==> src/rtl/sr_latch_ctrl.sv <==
// sr_latch_ctrl: round-robin arbiter that serialises set/clear requests onto one SR latch
// (optional SR_LATCH_CTRL_SKIP_REDUNDANT_EN: skip the latch sequence when op already matches q_shadow)
module sr_latch_ctrl #(
   parameter int N_REQ     = 4,
   parameter int PULSE_CYC = 2,
   parameter int IDW       = $clog2(N_REQ)
) (
   input  logic             i_clk,
   input  logic             i_reset,
   input  logic [N_REQ-1:0] i_req_set,
   input  logic [N_REQ-1:0] i_req_clr,
   output logic [N_REQ-1:0] o_gnt,
   output logic [IDW-1:0]   o_gnt_id,
   output logic             o_done,
   output logic             o_busy,
   output logic [N_REQ-1:0] o_illegal_req,
   output logic             o_control,
   output logic             o_s,
   output logic             o_r,
   output logic             o_q_shadow
);
   localparam int CW = (PULSE_CYC > 1) ? $clog2(PULSE_CYC) : 1;
   typedef enum logic [1:0] {IDLE, SETUP, PULSE, HOLD} state_t;
   state_t           r_state;
   logic [IDW-1:0]   r_ptr, r_gnt_id;
   logic [CW-1:0]    r_cnt;
   logic [N_REQ-1:0] r_gnt, r_illegal;
   logic             r_op, r_done, r_busy, r_control, r_s, r_r, r_q_shadow;
   logic [N_REQ-1:0] w_elig;
   logic             w_found, w_op;
   logic [IDW-1:0]   w_win, w_ptr_nxt;
   assign w_elig = i_req_set ^ i_req_clr;
   // first eligible requester searching upward from ptr, wrapping; lowest offset wins
   always_comb begin
      w_found = 1'b0;
      w_win   = '0;
      for (int k = N_REQ - 1; k >= 0; k--) begin
         if (w_elig[(int'(r_ptr) + k) % N_REQ]) begin
            w_found = 1'b1;
            w_win   = IDW'((int'(r_ptr) + k) % N_REQ);
         end
      end
   end
   assign w_op      = i_req_set[w_win];
   assign w_ptr_nxt = (w_win == IDW'(N_REQ - 1)) ? '0 : w_win + 1'b1;
   // sequencer: s/r are set up one cycle before control rises and held one cycle after it falls
   always_ff @(posedge i_clk) begin
      if (i_reset) begin
         r_state    <= IDLE;
         r_ptr      <= '0;
         r_cnt      <= '0;
         r_gnt      <= '0;
         r_gnt_id   <= '0;
         r_op       <= 1'b0;
         r_done     <= 1'b0;
         r_busy     <= 1'b0;
         r_illegal  <= '0;
         r_control  <= 1'b0;
         r_s        <= 1'b0;
         r_r        <= 1'b0;
         r_q_shadow <= 1'b0;
      end else begin
         r_illegal <= i_req_set & i_req_clr;
         case (r_state)
            IDLE: if (w_found) begin
               r_gnt    <= N_REQ'(1) << w_win;
               r_gnt_id <= w_win;
               r_op     <= w_op;
               r_busy   <= 1'b1;
               r_ptr    <= w_ptr_nxt;
`ifdef SR_LATCH_CTRL_SKIP_REDUNDANT_EN
               if (w_op == r_q_shadow) begin
                  r_state <= HOLD;
                  r_done  <= 1'b1;
               end else begin
                  r_state <= SETUP;
                  r_s     <= w_op;
                  r_r     <= ~w_op;
               end
`else
               r_state <= SETUP;
               r_s     <= w_op;
               r_r     <= ~w_op;
`endif
            end
            SETUP: begin
               r_state   <= PULSE;
               r_control <= 1'b1;
               r_cnt     <= '0;
            end
            PULSE: if (r_cnt == CW'(PULSE_CYC - 1)) begin
               r_state   <= HOLD;
               r_control <= 1'b0;
               r_done    <= 1'b1;
            end else begin
               r_cnt <= r_cnt + 1'b1;
            end
            HOLD: begin
               r_state    <= IDLE;
               r_done     <= 1'b0;
               r_q_shadow <= r_op;
               r_gnt      <= '0;
               r_s        <= 1'b0;
               r_r        <= 1'b0;
               r_busy     <= 1'b0;
            end
            default: r_state <= IDLE;
         endcase
      end
   end
   assign o_gnt         = r_gnt;
   assign o_gnt_id      = r_gnt_id;
   assign o_done        = r_done;
   assign o_busy        = r_busy;
   assign o_illegal_req = r_illegal;
   assign o_control     = r_control;
   assign o_s           = r_s;
   assign o_r           = r_r;
   assign o_q_shadow    = r_q_shadow;
endmodule

==> config.mk <==
export PLATFORM = sky130hd
export DESIGN_NAME = sr_latch_ctrl
export DESIGN_NICKNAME = d
export VERILOG_FILES = /design/src/rtl/sr_latch_ctrl.sv
export SDC_FILE = /design/constraint.sdc
export NUM_CORES = 1
export LEC_CHECK = 0
export ABC_AREA = 1
export ABC_CLOCK_PERIOD_IN_PS = 2450
export BUFFER_PORTS_ARGS = -buffer_cell sky130_fd_sc_hd__buf_2
export CAP_MARGIN = 40
export CORE_ASPECT_RATIO = 0.6
export CORE_UTILIZATION = 40
export CTS_CLUSTER_SIZE = 20
export DETAILED_ROUTE_END_ITERATION = 16
export GPL_TIMING_DRIVEN = 0
export HOLD_SLACK_MARGIN = 0.1
export PLACE_DENSITY = 0.66
export SLEW_MARGIN = 20
export SYNTH_ARGS = -nofsm -noshare
export SYNTH_HDL_FRONTEND = slang
export SYNTH_SLANG_ARGS = --single-unit
==> constraint.sdc <==
create_clock -name i_clk -period 2.45 [get_ports i_clk]
set_input_delay 0.49 -clock i_clk [delete_from_list [all_inputs] [get_ports i_clk]]
set_output_delay 0.49 -clock i_clk [all_outputs]
set_load 0.005 [all_outputs]
==> qor.txt, run 1 <==
Worst slew margin -> 65.56%
Internal Power -> 1037 uW
Setup TNS -> 0 ns
Die Ht -> 47.25 um
Min Hold Slack -> 0.4528 ns
CP max-delay cell -> ha_1
Flops & latches, synth -> 22
Peak Freq -> 485.1 MHz
Switch share -> 47.82%
CTS Buf Count -> 3
DRC -> 0
Crit. End Element -> register
Slowest Stage Delay on Critical Path -> 0.32 ns
CP arrival -> 2.21 ns
Synth top area share -> 32.26%
DR vias -> 1092
Avg WL per Cell -> 10.25 um
Crit Reg-Reg Startpoint -> r_ptr[0]$_SDFFE_PP0P_
CTS tree -> built
CP cell instances -> buf_2, ha_1, inv_1, nand2_2, nand3_2, nand2_1, inv_2, nand2_2, nand2_4, nand2_8, ha_1, o21ai_0, a21oi_1
Fin. Hold Viols -> 0
Gate power share -> 62.1%
Sequential share of power -> 26.7%
Register area -> 440.4 sq um
Synthesized area -> 1365 sq um
H-tree depth -> 1
DP Area -> 1541 sq um
Syn avg cell area -> 8.174 sq um
Vias in the first global route -> 897
RSZ-0062 raised after global routing -> false
CTS sink count -> 22
Core area -> 3263 sq um
Crit. Startpoint -> i_req_set[1]
Die Width -> 77.42 um
Post-DP HPWL -> 1974 um
Power Density -> 1256 nW/um^2
CTS Hold Bufs -> 0
Clock power frac -> 11.1%
Io pins -> 26
Final Max Slew Viols -> 0
Max Root-Sink Buffers -> 2
Initial antenna violation count -> 0
Nets -> 219
Synth-to-layout area growth -> 15.95%
Seq/Total Area, Yosys -> 32.26%
Synth Net Count -> 190
Global-route wire length before repair -> 4057 um
Critical path required time -> 2.60 ns
Clk Tree Root Cell -> clkbuf_8
Share of layout cells above drive strength 1 -> 35.57%
Layout Utilization -> 48.50%
Max cap viols -> 0
Port Buffers -> 24
Area of the multi-input gates -> 797.0 sq um
Status -> finished, final reports clean
Top delay family on crit path -> adder cells
Hold Startpoint -> r_op$_SDFFE_PP0P_
Top cells by area, synth -> dfxtp_1, ha_1, inv_1
Tcrit/Tclk final -> 84.14%
Synth unique cells -> 26
Cells after Synth -> 167
# fillers -> 313
Clock transition at the registers of the reported paths -> 0.08 ns
Overall routing resource usage -> 14.37%
Tightest Pin Transition -> 0.5165 ns
Net Sw Power -> 950.4 uW
Yosys warns -> 0
Post-CTS sizing -> 0
ANT cells -> 0
Fin crit period -> 2.061 ns
Die area -> 3658 sq um
Critical path buffer and inverter count -> 3
Largest net degree at the start of global routing -> 12
Critical path fanouts, max -> 7
Gpl congestion -> 0.7557
Clk_lat worst skew -> 0.26 ns
Grt ovf -> 0
IR drop worst, VDD -> 0.5877 mV
Vias/cell -> 4.569
Row cnt -> 16
Pre-antenna DRT Iters -> 4
ANT nets after route -> 0
Setup crit start kind -> input pin
HP Class -> reg -> reg
Initial Util -> 41.83%
Static Leakage -> 0.0008033 uW
Final WL -> 2450 um
DR iter-0 viols -> 29
Fin area -> 1583 sq um
Worst Skew -> 0.003182 ns
Setup CP Type -> in -> reg
Area leader, netlist -> dfxtp_1
Setup Fix Bufs, Post-CTS -> 0
Setup violators final -> 0
[flip-flops by register name, summed over array words and instances, names as in the netlist]
signal,cells
o_done,1
r_state,2
o_gnt_id,2
r_cnt,1
o_q_shadow,1
o_s,1
o_r,1
o_gnt,4
o_control,1
r_ptr,2
r_op,1
o_illegal_req,4
o_busy,1
[power groups by stage]
| stage | Combinational [uW] | Clock (uW) | Sequential [uW] |
|---|---|---|---|
| final | 1230 | 221 | 532 |
| after global routing | 1390 | 238 | 549 |
| after CTS | 1240 | 230 | 532 |
| after detailed placement | 1240 | 0 | 540 |
| after global placement | 1240 | 0 | 541 |
| after floorplan | 989 | 0 | 543 |
[metrics by stage]
stage,cells,setup WS [ns],power [uW]
6_report,239,0.3886,1988
3_5_place_dp,236,0.1073,1781
5_1_grt,239,0.2766,2173
4_1_cts,239,0.3898,2007
2_1_floorplan,167,0.4532,1532
3_3_place_gp,236,0.1060,1776
[cells in the final DEF (no fill, tap or decap)]
master,instances
o211a_1,1
buf_6,1
o21ai_0,7
nand2_2,11
nor2_4,1
nand2_4,4
nand4_1,1
a21oi_2,3
inv_2,4
buf_2,24
inv_1,25
a211oi_2,1
ha_1,13
clkbuf_1,2
nand3_4,1
nand3_2,8
nor2_8,1
nand2_1,25
nor2_2,3
clkbuf_8,3
o21ai_2,3
nand3_1,10
a21oi_1,13
nor3_1,1
dfxtp_1,22
nand2_8,1
nor2_1,4
o31ai_1,1
[final cells by class]
cell class	count	share of cell area, %
Multi-Input combinational cell	113	50.36
Sequential cell	22	27.83
Timing Repair Buffer	24	7.589
Inverter	29	6.877
Tap cell	45	3.557
Clock buffer	3	2.609
Buffer	3	1.186
[metal layers]
| metal | part of all wire, % | routed length [um] | track usage (%) |
|---|---|---|---|
| met5 | 0 | 0 | 0 |
| met4 | 0 | 0 | 1.132 |
| met2 | 37 | 917 | 22.48 |
| met1 | 58 | 1427 | 20.55 |
| met3 | 4.3 | 105 | 4.078 |
[path summary, 6_finish.rpt]
| kind | slack [ns] | end | depth (start not counted) |
|---|---|---|---|
| worst min-delay path | 0.45 | o_q_shadow$_SDFFE_PP0P_ | 2 |
| worst max-delay path | 0.39 | r_ptr[1]$_SDFFE_PP0P_ | 13 |
| worst max register to register | 0.65 | r_ptr[1]$_SDFFE_PP0P_ | 11 |
| worst min register to register | 0.45 | o_q_shadow$_SDFFE_PP0P_ | 2 |
[cell families (layout without fill, tap and decap cells)]
kind of cell	after synthesis	after routing	share of synthesized area (%)
buffers and inverters	32	59	9.349
AND/OR/NAND/NOR	71	71	33.09
flip-flops	22	22	32.26
adder cells (fa/ha/maj)	13	13	11.92
AO/OA/AOI/OAI	29	29	13.38
[synth_stat cells, drive strengths merged]
| cell | number |
|---|---|
| nor3 | 1 |
| inv | 29 |
| nand2 | 41 |
| dfxtp | 22 |
| a211oi | 1 |
| nand4 | 1 |
| ha | 13 |
| o211a | 1 |
| o31ai | 1 |
| nand3 | 19 |
| nor2 | 9 |
| a21oi | 16 |
| o21ai | 10 |
| buf | 1 |
| clkbuf | 2 |
[worst reg2reg max path, stage by stage, from the launching register on]
cell and delay (ns):
dfxtp_1 0.34, buf_6 0.17, nand2_2 0.09, nand3_1 0.10, nand2_1 0.08, nand3_2 0.10
nand2_2 0.07, nand2_4 0.10, nand2_8 0.08, ha_1 0.31, o21ai_0 0.18, a21oi_1 0.06
Note: power is estimated with default switching activity, not from simulation.
==> run 2, diff against run 1 <==
--- a/config.mk
+++ b/config.mk
@@ -6,7 +6,7 @@
 export NUM_CORES = 1
 export LEC_CHECK = 0
 export ABC_AREA = 1
-export ABC_CLOCK_PERIOD_IN_PS = 2450
+export ABC_CLOCK_PERIOD_IN_PS = 1700
 export BUFFER_PORTS_ARGS = -buffer_cell sky130_fd_sc_hd__buf_2
 export CAP_MARGIN = 40
 export CORE_ASPECT_RATIO = 0.6
@@ -15,7 +15,7 @@
 export DETAILED_ROUTE_END_ITERATION = 16
 export GPL_TIMING_DRIVEN = 0
 export HOLD_SLACK_MARGIN = 0.1
-export PLACE_DENSITY = 0.66
+export PLACE_DENSITY = 0.68
 export SLEW_MARGIN = 20
 export SYNTH_ARGS = -nofsm -noshare
 export SYNTH_HDL_FRONTEND = slang
==> constraint.sdc (replaced) <==
create_clock -name i_clk -period 1.7 [get_ports i_clk]
set_input_delay 0.34 -clock i_clk [delete_from_list [all_inputs] [get_ports i_clk]]
set_output_delay 0.34 -clock i_clk [all_outputs]
set_load 0.005 [all_outputs]
==> run 2 against run 1 <==
Largest power group unchanged. Worst setup slack worse by 0.36 ns. Clock power up 120%. Register-to-register slack lost 0.60 ns. Clock-buffer cell count stayed put. Die area is the same. Largest cell class unchanged.
==> qor.txt, run 2 (synthesized netlist as in run 1, its figures left out) <==
DRC -> 0 (unchanged)
Reg2Reg Depth -> 10 (was 11)
DR iter-0 viols -> 29 (unchanged)
Pwr Total -> 3532 uW (was 1988 uW)
Crit Reg-Reg Startpoint -> r_ptr[0]$_SDFFE_PP0P_ (unchanged)
DRT met1 WL -> 1439 um (was 1427 um)
Port Buffers -> 24 (unchanged)
HP Class -> in -> reg (was reg -> reg)
Grt ovf -> 0 (unchanged)
Static Leakage -> 0.0008779 uW (was 0.0008033 uW)
Global-route wire length before repair -> 4284 um (was 4057 um)
Fin area -> 1848 sq um (was 1583 sq um)
Setup violators final -> 0 (unchanged)
Critical path buffer and inverter count -> 2 (was 3)
Placed cells -> 236 (unchanged)
CTS Buf Count -> 3 (unchanged)
R2r endpoint -> r_ptr[1]$_SDFFE_PP0P_ (unchanged)
Top delay family on crit path -> adder cells (unchanged)
CTS sink count -> 22 (unchanged)
CTS Hold Bufs -> 0 (unchanged)
Net Sw Power -> 1592 uW (was 950.4 uW)
Leading cell type in the layout, fill and taps excluded -> nand2_1
Tightest Pin Transition -> 0.5287 ns (was 0.5165 ns)
IR drop worst, VDD -> 0.6237 mV (was 0.5877 mV)
Gate power share -> 64.2% (was 62.1%)
Nets -> 228 (was 219)
ANT nets after route -> 0 (unchanged)
Share of layout cells above drive strength 1 -> 48.04% (was 35.57%)
RSZ-0062 raised after global routing -> true (was false)
Met3 routed WL -> 115 um (was 105 um)
Worst Skew -> 0.008513 ns (was 0.003182 ns)
Max cap viols -> 0 (unchanged)
Die Width -> 77.42 um (unchanged)
Die Ht -> 47.25 um (unchanged)
Tcrit/Tclk final -> 98.28%
Sequential share of power -> 22.2% (was 26.7%)
Critical path required time -> 1.85 ns (was 2.60 ns)
Fin crit period -> 1.671 ns
Avg WL per Cell -> 11.23 um (was 10.25 um)
Switch share -> 45.07% (was 47.82%)
Worst slack, placed -> -0.2873 ns (was 0.1073 ns)
Vias/cell -> 4.647 (was 4.569)
Peak Freq -> 598.5 MHz
Overall routing resource usage -> 15.51% (was 14.37%)
Clk Tree Root Cell -> clkbuf_8 (unchanged)
Largest net degree at the start of global routing -> 14 (was 12)
Vias in the first global route -> 973 (was 897)
End of the critical path -> r_ptr[1]$_SDFFE_PP0P_ (unchanged)
Io pins -> 26 (unchanged)
ANT cells -> 0 (unchanged)
Min Hold Slack -> 0.3748 ns (was 0.4528 ns)
CP arrival -> 1.82 ns (was 2.21 ns)
Final Max Slew Viols -> 0 (unchanged)
Core area -> 3263 sq um (unchanged)
Critical path fanouts, max -> 7 (unchanged)
Die area -> 3658 sq um (unchanged)
Initial antenna violation count -> 0 (unchanged)
Crit. Startpoint -> i_req_set[1] (unchanged)
DP Area -> 1619 sq um (was 1541 sq um)
Status -> finished, final reports clean (unchanged)
WP depth -> 12 (was 13)
H-tree depth -> 1 (unchanged)
Setup crit start kind -> input pin (unchanged)
CTS tree -> built (unchanged)
Clk_lat worst skew -> 0.26 ns (about the same)
R2r setup slk -> 0.05 ns (was 0.65 ns)
Row cnt -> 16 (unchanged)
Max Root-Sink Buffers -> 2 (unchanged)
Met2 wire len -> 1225 um (was 917 um)
Clock power frac -> 13.7% (was 11.1%)
Cell Count, Final, Fillers Out -> 249 (was 239)
Synth-to-layout area growth -> 35.38% (was 15.95%)
Fin. Hold Viols -> 0 (unchanged)
Top sig layer -> met4 (was met3)
CP max-delay cell -> ha_4 (was ha_1)
Clock transition at the registers of the reported paths -> 0.08 ns (about the same)
Worst Setup Slack, final -> 0.02923 ns (was 0.3886 ns)
Gpl congestion -> 0.8257 (was 0.7557)
Setup CP Type -> in -> reg (unchanged)
Power Density -> 1911 nW/um^2 (was 1256 nW/um^2)
Worst slew margin -> 64.75% (was 65.56%)
Slowest Stage Delay on Critical Path -> 0.28 ns (was 0.32 ns)
Pre-antenna DRT Iters -> 4 (unchanged)
Post-DP HPWL -> 2032 um (was 1974 um)
Initial Util -> 41.83% (unchanged)
Crit. End Element -> register (unchanged)
Internal Power -> 1940 uW (was 1037 uW)
DR vias -> 1157 (was 1092)
CP cell instances -> buf_8, ha_4, inv_4, o21ai_4, nand2_2, nand3_4, nand2_4, nand2_4, nand2_8, ha_4, o21ai_2, a21oi_2 (was buf_2, ha_1, inv_1, nand2_2, nand3_2, nand2_1, inv_2, nand2_2, nand2_4, nand2_8, ha_1, o21ai_0, a21oi_1)
Most frequent cells in the layout -> nand2_1, buf_2, inv_1, dfxtp_1, nand2_2 (was inv_1, nand2_1, buf_2)
Final WL -> 2796 um (was 2450 um)
==> run 2: cell count changes in the layout (fill, tap and decap cells not counted), moves of 2 or more <==
cell,delta
nand2_2,+2
nand2_1,-3
buf_6,+4
inv_4,+4
ha_1,-6
nor2_2,-2
ha_4,+5
inv_1,-5
nor2_4,+2
buf_2,-3
dfxtp_1,-2
o21ai_4,+2
buf_4,+7
==> run 2: per-layer routing <==
layer,vias up,track usage [%]
met4,0,3.396
met1,516,22.41
met2,27,22.83
met3,4,4.466
met5,-,0
li1,610,-
==> run 2: cell type report <==
| cell class | instances | area, sq um |
|---|---|---|
| clock buffer | 3 | 41.29 |
| multi-input combinational | 113 | 919.6 |
| timing repair buffer | 33 | 217.7 |
| tap | 45 | 56.30 |
| clock inverter | 1 | 30.03 |
| sequential | 22 | 445.4 |
| buffer | 3 | 18.77 |
| fill | 293 | 1415 |
| inverter | 29 | 118.9 |
==> run 2: how the worst min path moves through the flow <==
stage / startpoint / endpoint / slack [ns] / cells past startpoint
after floorplan: r_op$_SDFFE_PP0P_ / o_q_shadow$_SDFFE_PP0P_ / 0.43 / 2
after global placement: o_gnt[2]$_SDFFE_PP0P_ / o_gnt[2]$_SDFFE_PP0P_ / 0.45 / 2
after detailed placement: o_busy$_SDFFE_PP0P_ / o_busy$_SDFFE_PP0P_ / 0.45 / 2
after CTS: i_req_clr[0] / o_illegal_req[0]$_SDFF_PP0_ / 0.40 / 4
after global routing: i_req_set[1] / o_illegal_req[1]$_SDFF_PP0_ / 0.38 / 4
final: i_req_set[1] / o_illegal_req[1]$_SDFF_PP0_ / 0.37 / 4
==> run 2: worst reg2reg max path, cell delays in order (launching register included) <==
cell and delay [ns]:
dfxtp_4 0.36, buf_6 0.14, o21ai_4 0.17, nand2_2 0.10, nand3_4 0.12, nand2_4 0.06, nand2_4 0.08, nand2_8 0.08
ha_4 0.25, o21ai_2 0.14, a21oi_2 0.04
==> run 2: repair_timing <==
action	in CTS	in global routing
gates resized for setup	5	20
pin swaps	3	17
endpoints found under the hold margin	0	0
setup buffers	1	7
gates cloned	1	0
endpoints found under the setup margin	1	5
==> run 2: per-stage QoR <==
stage | utilization, % | TNS, ns
after floorplan | - | -0.0004954
after global placement | 49.62 | -2.027
after detailed placement | 49.62 | -2.368
after CTS | 52.76 | 0
after global routing | 56.63 | -0.1392
final | 56.63 | 0
==> run 2: power groups by stage <==
stage / sequential (uW) / combinational (uW) / clock, uW
floorplan: 783 / 1500 / 0
global placement: 774 / 1860 / 0
detailed placement: 779 / 1890 / 0
CTS: 776 / 1950 / 500
global route: 806 / 2510 / 522
finish: 783 / 2270 / 483
